### config.mk
export PLATFORM = sky130hd
export DESIGN_NAME = muldiv_unit_flat
export DESIGN_NICKNAME = d
export VERILOG_FILES = /design/src/rtl/muldiv_pkg.sv /design/src/rtl/muldiv_if.sv /design/src/rtl/muldiv_unit.sv /design/src/flat_wrapper.sv
export SDC_FILE = /design/constraint.sdc
export NUM_CORES = 1
export LEC_CHECK = 0
export ABC_AREA = 1
export BUFFER_PORTS_ARGS = -buffer_cell sky130_fd_sc_hd__buf_2
export CORE_ASPECT_RATIO = 0.9
export CORE_UTILIZATION = 42
export DETAILED_ROUTE_END_ITERATION = 12
export GPL_TIMING_DRIVEN = 0
export HOLD_SLACK_MARGIN = 0.06
export PLACE_DENSITY = 0.55
export SETUP_SLACK_MARGIN = 0.4
export SKIP_CTS_REPAIR_TIMING = 1
export SLEW_MARGIN = 10
export SYNTH_ARGS = -nofsm -noshare
export SYNTH_HDL_FRONTEND = slang
export SYNTH_SLANG_ARGS = --single-unit
### constraint.sdc
create_clock -name clk -period 19.5 [get_ports clk]
set_input_delay 5.85 -clock clk [delete_from_list [all_inputs] [get_ports clk]]
set_output_delay 5.85 -clock clk [all_outputs]
set_load 0.1 [all_outputs]
### src/rtl/muldiv_pkg.sv
// Shared encodings for the iterative multiply/divide unit.
// Contents: op encodings (MIPS mult/multu/div/divu), FSM state encoding,
// and the LO value returned on a divide by zero.
package muldiv_pkg;

    typedef enum logic [1:0] {
        MD_MULT  = 2'b00,
        MD_MULTU = 2'b01,
        MD_DIV   = 2'b10,
        MD_DIVU  = 2'b11
    } md_op_e;

    typedef enum logic [1:0] {
        IDLE = 2'b00,
        CALC = 2'b01,
        FIX  = 2'b10
    } md_state_e;

    localparam logic [31:0] DIV0_LO = 32'hFFFF_FFFF;

endpackage

### src/rtl/muldiv_if.sv
// Request/result bundle between the execute stage and the mul/div unit.
// master: drives start/op/a/b and the mthi/mtlo writes, observes status and HI/LO.
// slave : the mul/div unit itself.
interface muldiv_if #(
    parameter int WIDTH = 32
);
    import muldiv_pkg::*;

    logic             start;
    md_op_e           op;
    logic [WIDTH-1:0] a;
    logic [WIDTH-1:0] b;
    logic             hi_we;
    logic             lo_we;
    logic             busy;
    logic             done;
    logic             div_by_zero;
    logic [WIDTH-1:0] hi;
    logic [WIDTH-1:0] lo;

    modport master (
        output start, op, a, b, hi_we, lo_we,
        input  busy, done, div_by_zero, hi, lo
    );

    modport slave (
        input  start, op, a, b, hi_we, lo_we,
        output busy, done, div_by_zero, hi, lo
    );
endinterface

### src/rtl/muldiv_unit.sv
// Iterative MIPS mult/multu/div/divu with architectural HI/LO and mthi/mtlo.
// Latency: WIDTH+1 edges after the launch edge (WIDTH CALC iterations + one FIX edge).
// Backpressure: busy stalls the PC; start and hi/lo writes are ignored unless IDLE.
// Ports: clk, reset (async active-high), md (muldiv_if.slave).
module muldiv_unit
    import muldiv_pkg::*;
#(
    parameter int WIDTH = 32,
    parameter int CNT_W = 6
) (
    input  logic     clk,
    input  logic     reset,
    muldiv_if.slave  md
);

    md_state_e          state_q, state_d;
    logic [CNT_W-1:0]   cnt_q, cnt_d;
    md_op_e             op_q, op_d;
    // Shared accumulator: mult = {partial product, multiplier}, div = {remainder, dividend/quotient}
    logic [2*WIDTH-1:0] acc_q, acc_d;
    // Multiplicand magnitude for mult, divisor magnitude for div
    logic [WIDTH-1:0]   opnd_q, opnd_d;
    logic               qneg_q, qneg_d;
    logic               rneg_q, rneg_d;
    logic               dz_q, dz_d;
    logic [WIDTH-1:0]   hi_q, hi_d;
    logic [WIDTH-1:0]   lo_q, lo_d;
    logic               done_q, done_d;
    logic               dbz_q, dbz_d;

    function automatic logic [WIDTH-1:0] cond_neg(input logic [WIDTH-1:0] v, input logic en);
        return en ? -v : v;
    endfunction

    // One shift-add multiply step: add multiplicand when the multiplier LSB is set, shift right
    logic [WIDTH:0]     mul_sum;
    logic [2*WIDTH-1:0] mul_next;
    // One restoring divide step: trial-subtract the divisor from the remainder shifted left by one
    logic [WIDTH:0]     div_trial;
    logic               div_borrow;
    logic [2*WIDTH-1:0] div_next;

    assign mul_sum    = {1'b0, acc_q[2*WIDTH-1:WIDTH]} + (acc_q[0] ? {1'b0, opnd_q} : '0);
    assign mul_next   = {mul_sum, acc_q[WIDTH-1:1]};
    assign div_trial  = acc_q[2*WIDTH-1:WIDTH-1] - {1'b0, opnd_q};
    assign div_borrow = div_trial[WIDTH];
    assign div_next   = {(div_borrow ? acc_q[2*WIDTH-2:WIDTH-1] : div_trial[WIDTH-1:0]),
                         acc_q[WIDTH-2:0], ~div_borrow};

    logic             is_signed;
    logic             is_div;
    logic [WIDTH-1:0] a_mag;
    logic [WIDTH-1:0] b_mag;
    logic [2*WIDTH-1:0] prod_fix;

    assign is_signed = (md.op == MD_MULT) || (md.op == MD_DIV);
    assign is_div    = md.op[1];
    assign a_mag     = cond_neg(md.a, is_signed & md.a[WIDTH-1]);
    assign b_mag     = cond_neg(md.b, is_signed & md.b[WIDTH-1]);
    assign prod_fix  = qneg_q ? -acc_q : acc_q;

    always_comb begin
        state_d = state_q;
        cnt_d   = cnt_q;
        op_d    = op_q;
        acc_d   = acc_q;
        opnd_d  = opnd_q;
        qneg_d  = qneg_q;
        rneg_d  = rneg_q;
        dz_d    = dz_q;
        hi_d    = hi_q;
        lo_d    = lo_q;
        done_d  = 1'b0;
        dbz_d   = 1'b0;
        case (state_q)
            IDLE: begin
                if (md.hi_we) hi_d = md.a;
                if (md.lo_we) lo_d = md.a;
                if (md.start) begin
                    op_d   = md.op;
                    qneg_d = is_signed & (md.a[WIDTH-1] ^ md.b[WIDTH-1]);
                    rneg_d = is_signed & md.a[WIDTH-1];
                    dz_d   = is_div && (md.b == '0);
                    acc_d  = {{WIDTH{1'b0}}, (is_div ? a_mag : b_mag)};
                    opnd_d = is_div ? b_mag : a_mag;
                    cnt_d  = '0;
                    state_d = CALC;
                end
            end
            CALC: begin
                acc_d = op_q[1] ? div_next : mul_next;
                cnt_d = cnt_q + CNT_W'(1);
                if (cnt_q == CNT_W'(WIDTH - 1)) state_d = FIX;
            end
            FIX: begin
                if (op_q[1]) begin
                    // With a zero divisor every trial succeeds, so the remainder ends up
                    // as |a|; the dividend-sign fix-up then restores the original a.
                    lo_d = dz_q ? DIV0_LO : cond_neg(acc_q[WIDTH-1:0], qneg_q);
                    hi_d = cond_neg(acc_q[2*WIDTH-1:WIDTH], rneg_q);
                end else begin
                    {hi_d, lo_d} = prod_fix;
                end
                done_d  = 1'b1;
                dbz_d   = dz_q;
                cnt_d   = '0;
                state_d = IDLE;
            end
            default: state_d = IDLE;
        endcase
    end

    always_ff @(posedge clk or posedge reset) begin
        if (reset) begin
            state_q <= IDLE;
            cnt_q   <= '0;
            op_q    <= MD_MULT;
            acc_q   <= '0;
            opnd_q  <= '0;
            qneg_q  <= 1'b0;
            rneg_q  <= 1'b0;
            dz_q    <= 1'b0;
            hi_q    <= '0;
            lo_q    <= '0;
            done_q  <= 1'b0;
            dbz_q   <= 1'b0;
        end else begin
            state_q <= state_d;
            cnt_q   <= cnt_d;
            op_q    <= op_d;
            acc_q   <= acc_d;
            opnd_q  <= opnd_d;
            qneg_q  <= qneg_d;
            rneg_q  <= rneg_d;
            dz_q    <= dz_d;
            hi_q    <= hi_d;
            lo_q    <= lo_d;
            done_q  <= done_d;
            dbz_q   <= dbz_d;
        end
    end

    assign md.busy        = (state_q != IDLE);
    assign md.done        = done_q;
    assign md.div_by_zero = dbz_q;
    assign md.hi          = hi_q;
    assign md.lo          = lo_q;

endmodule

### src/flat_wrapper.sv
// flat-port wrapper written by rule: the top's interface ports become plain ports
module muldiv_unit_flat import muldiv_pkg::*;
#(
    parameter int WIDTH = 32,
    parameter int CNT_W = 6
)
  (clk, reset, md_start, md_op, md_a, md_b, md_hi_we, md_lo_we, md_busy, md_done, md_div_by_zero, md_hi, md_lo);
  muldiv_if #(.WIDTH(WIDTH)) md_i ();
  input  logic clk;
  input  logic reset;
  input wire logic [$bits(md_i.start)-1:0] md_start;
  input wire logic [$bits(md_i.op)-1:0] md_op;
  input wire logic [$bits(md_i.a)-1:0] md_a;
  input wire logic [$bits(md_i.b)-1:0] md_b;
  input wire logic [$bits(md_i.hi_we)-1:0] md_hi_we;
  input wire logic [$bits(md_i.lo_we)-1:0] md_lo_we;
  output wire logic [$bits(md_i.busy)-1:0] md_busy;
  output wire logic [$bits(md_i.done)-1:0] md_done;
  output wire logic [$bits(md_i.div_by_zero)-1:0] md_div_by_zero;
  output wire logic [$bits(md_i.hi)-1:0] md_hi;
  output wire logic [$bits(md_i.lo)-1:0] md_lo;
  assign md_i.start = md_start;
  assign md_i.op = md_op;
  assign md_i.a = md_a;
  assign md_i.b = md_b;
  assign md_i.hi_we = md_hi_we;
  assign md_i.lo_we = md_lo_we;
  assign md_busy = md_i.busy;
  assign md_done = md_i.done;
  assign md_div_by_zero = md_i.div_by_zero;
  assign md_hi = md_i.hi;
  assign md_lo = md_i.lo;
  muldiv_unit #(.WIDTH(WIDTH), .CNT_W(CNT_W)) u_core (.clk(clk), .reset(reset), .md(md_i));
endmodule
==> run metrics <==
Leakage Power=10.4 nW; Setup TNS=0 ps; status=complete, no violations; fin crit period=about 7800 ps; top cell type's share of synthesized area=around 24%; via count=roughly 22000; Slew Limit Fails=0; vias in the first global route=20200; Seq/Total Area, Yosys=about a quarter; final WL=slightly below 90 mm; Int Pwr=1.64 mW; mapped cell area=approximately 18000 um^2; Rel. slew slack=39.8%; CP Cell Sequence=buf_2, inv_1, ha_1, nand3_1, nor2_2, nand3_2, nor2_2, nand2_1, nand2_1, xor2_1, nand2_1, nand3_1, a21boi_1; sequential power share=between 10% and 20%; synthesized netlist cell count=3137; clock group share of total power=under 10%; Core Rows=71; DR iter-0 viols=between 3000 and 4000; GR Util met2=between 50% and 60%; clock buffer depth=2; Critical Path Slowest Stage Cell=xor2_1; setup violators final=0; Area contributors post-synth=dfrtp_1 (24%), nand2_1 (19%), nand3_1 (9.3%); max incr delay on CP=440 ps; RSZ-0062 raised after global routing=no; element type at the critical path end=register; Hold Slack=485 ps; Sw Pwr=2.85 mW; drt first pass iters=7; Cell Pwr Density=223 nW/um^2; number of synthesized register bits=174; Area Growth Syn to Fin=11.0%; crit path DAT=8130 ps; Synth Flop Type=dfrtp_1; CTS tree=built; Num CTS Buffers=17; setup slack, reg-to-reg=15930 ps; hpwl dp=approximately 75 mm; initial antenna violation count=2; Final Cycle Share=between 30% and 40%; Max-Cap Viols=0; grt met1 use=between 50 and 60%; drt via density=between 5 and 6; number of synthesized flops with an enable pin=0; # IOs=138; Core ar.=~42000 um^2; GR Overflow Total=0; fillers=4585; synthesized area per cell=around 5.8 um^2; CP Class=primary input to register; first-pass GRT wire length=128 mm; share of cells above drive strength 1=around 8%; Comb pwr share=~74%; gr usage total=roughly two fifths; Pwr Total=4.49 mW; Starting Density=43.0%; height of the die=about 200 um; Fin. Hold Viols=0; H-tree levels=4; ANT nets after route=0; Post-Place Cells=3822; largest net degree at the start of global routing=about 110; gpl congestion=1.05; # clock sinks=174; Worst Tran Pin Value=around 900 ps; non-filler cells, final=approximately 3900; Sw Share=a little under two thirds; most instantiated cells after synthesis=nand2_1 (940), inv_1 (437), nor2_1 (378); post-DR wirelength/cell=23.0 um; async set-reset flop share out of synthesis=100%; Synth area leader=dfrtp_1; CTS clk-pin slew, worst paths=80 ps; total die area=44000 um^2; clock skew=18.9 ps; count leader, synth=nand2_1; CTS Root Cell=clkbuf_16; Ys Warns=0; Die X=221 um; CP most frequent cell=nand2_1; Most Crowded Layer GR=met2; CP startpoint kind=primary input; Clock Latency Late Sink=approximately 470 ps; Fmax=129 MHz; crit-path max FO=5; grt met3 use=slightly above 8%; Yosys cell types=49; Syn Nets=3279; Hold Crit Class=register to register; CP required=19850 ps; drt drc=0; peak supply drop=0.116 mV; final net count=around 3400; PortBufs=137
==> registers in the layout (all words and copies together) (netlist names) <==
register	flops
u_core.rneg_q	1
u_core.qneg_q	1
u_core.md.hi	32
u_core.md.lo	32
u_core.acc_q	64
u_core.dz_q	1
u_core.opnd_q	32
u_core.op_q	1
u_core.cnt_q	6
u_core.state_q	2
u_core.md.done	1
u_core.md.div_by_zero	1
==> final cells by class <==
cell class | instances | area (um^2) | area share [%]
inverter | 446 | 1680 | 8.35
clock buffer | 17 | 425 | 2.11
sequential | 174 | 4350 | 21.6
buffer | 104 | 478 | 2.37
multi-input combinational | 2413 | 11600 | 57.8
clock inverter | 15 | 169 | 0.839
tap | 547 | 684 | 3.40
timing repair buffer | 138 | 713 | 3.54
antenna | 1 | 2.50 | 0.0124
==> metrics by stage <==
step / util, % / setup WS (ps) / area, um^2
global placement: 46.2 / 6840 / 19500
detailed placement: 46.3 / 11370 / 19500
global route: 47.7 / 11660 / 20100
floorplan: - / 8930 / 18100
CTS: 47.7 / 11850 / 20100
finish: 47.7 / 11720 / 20100
==> worst paths after layout <==
| path | start | endpoint | cells past startpoint |
|---|---|---|---|
| min | u_core.md.lo[24] | u_core.md.lo[24] | 2 |
| min in group asynchronous | reset | u_core.md.hi[16] | 2 |
| max in group asynchronous | reset | u_core.acc_q[51] | 3 |
| max reg2reg | u_core.acc_q[0] | u_core.acc_q[61] | 19 |
| min reg2reg | u_core.md.lo[24] | u_core.md.lo[24] | 2 |
| max | md_b[0] | u_core.acc_q[20] | 13 |
==> worst max-delay path, delay by kind of cell <==
| kind | cells | cell delay (ps) |
|---|---|---|
| XOR/XNOR | 1 | 440 |
| AO/OA/AOI/OAI | 1 | 90 |
| AND/OR/NAND/NOR | 8 | 1240 |
| buffers and inverters | 2 | 260 |
| adder cells (fa/ha/maj) | 1 | 230 |
==> cell usage in the layout, fill, tap and decap left out, types with 4 or more instances in the layout <==
master     netlist  final
a21boi_0         6      6
a21boi_1         5      5
a21o_1           6      6
a21oi_1        196    196
a22oi_1         13     13
a31oi_1         15     15
buf_1           10     10
buf_2           31    168
buf_6            6      6
clkbuf_1        56     56
clkbuf_16        0     17
dfrtp_1        174    174
ha_1            69     69
inv_1          437    436
inv_2            7      7
inv_6            0      4
inv_8            0      5
nand2_1        940    940
nand2_2         16     16
nand3_1        338    338
nand3_2          5      5
nand3b_1        11     11
nand4_1         30     30
nor2_1         378    378
nor2_2          16     16
nor3_1          40     40
o211ai_1        25     25
o21ai_0        169    169
o21ai_1         20     20
o21bai_1         9      9
o221ai_1        12     12
o22ai_1          4      4
o31ai_1          6      6
or2_2            7      7
xnor2_1         10     10
xor2_1          42     42
==> cell families (layout without fill, tap and decap cells) <==
group                      count (synthesis)  after routing  share of synthesized area [%]
AOI/OAI and AO/OA                        496            496                           15.2
xor gates and xnor gates                  52             52                           2.51
adders and majority gates                 71             71                           4.98
buffers and inverters                    550            720                           11.9
DFF                                      174            174                           24.0
muxes                                      1              1                         0.0621
other                                      0              1                              0
and+or+nand+nor                         1793           1793                           41.4
==> power groups by stage <==
stage | clock network [mW] | logic (mW) | registers [mW]
final | 0.358 | 3.31 | 0.822
after global routing | 0.371 | 3.61 | 0.828
after CTS | 0.356 | 3.23 | 0.798
after detailed placement | 0 | 3.22 | 0.805
after global placement | 0 | 3.19 | 0.800
after floorplan | 0 | 1.91 | 1.15
==> metal layers <==
metal | share of wire [%] | up-vias
met5 | 0.028 | -
met4 | 5.6 | 4
met3 | 11 | 210
met2 | 40 | 1369
met1 | 43 | 10400
li1 | - | 10400
No activity file was read; power rests on OpenSTA's default activity.
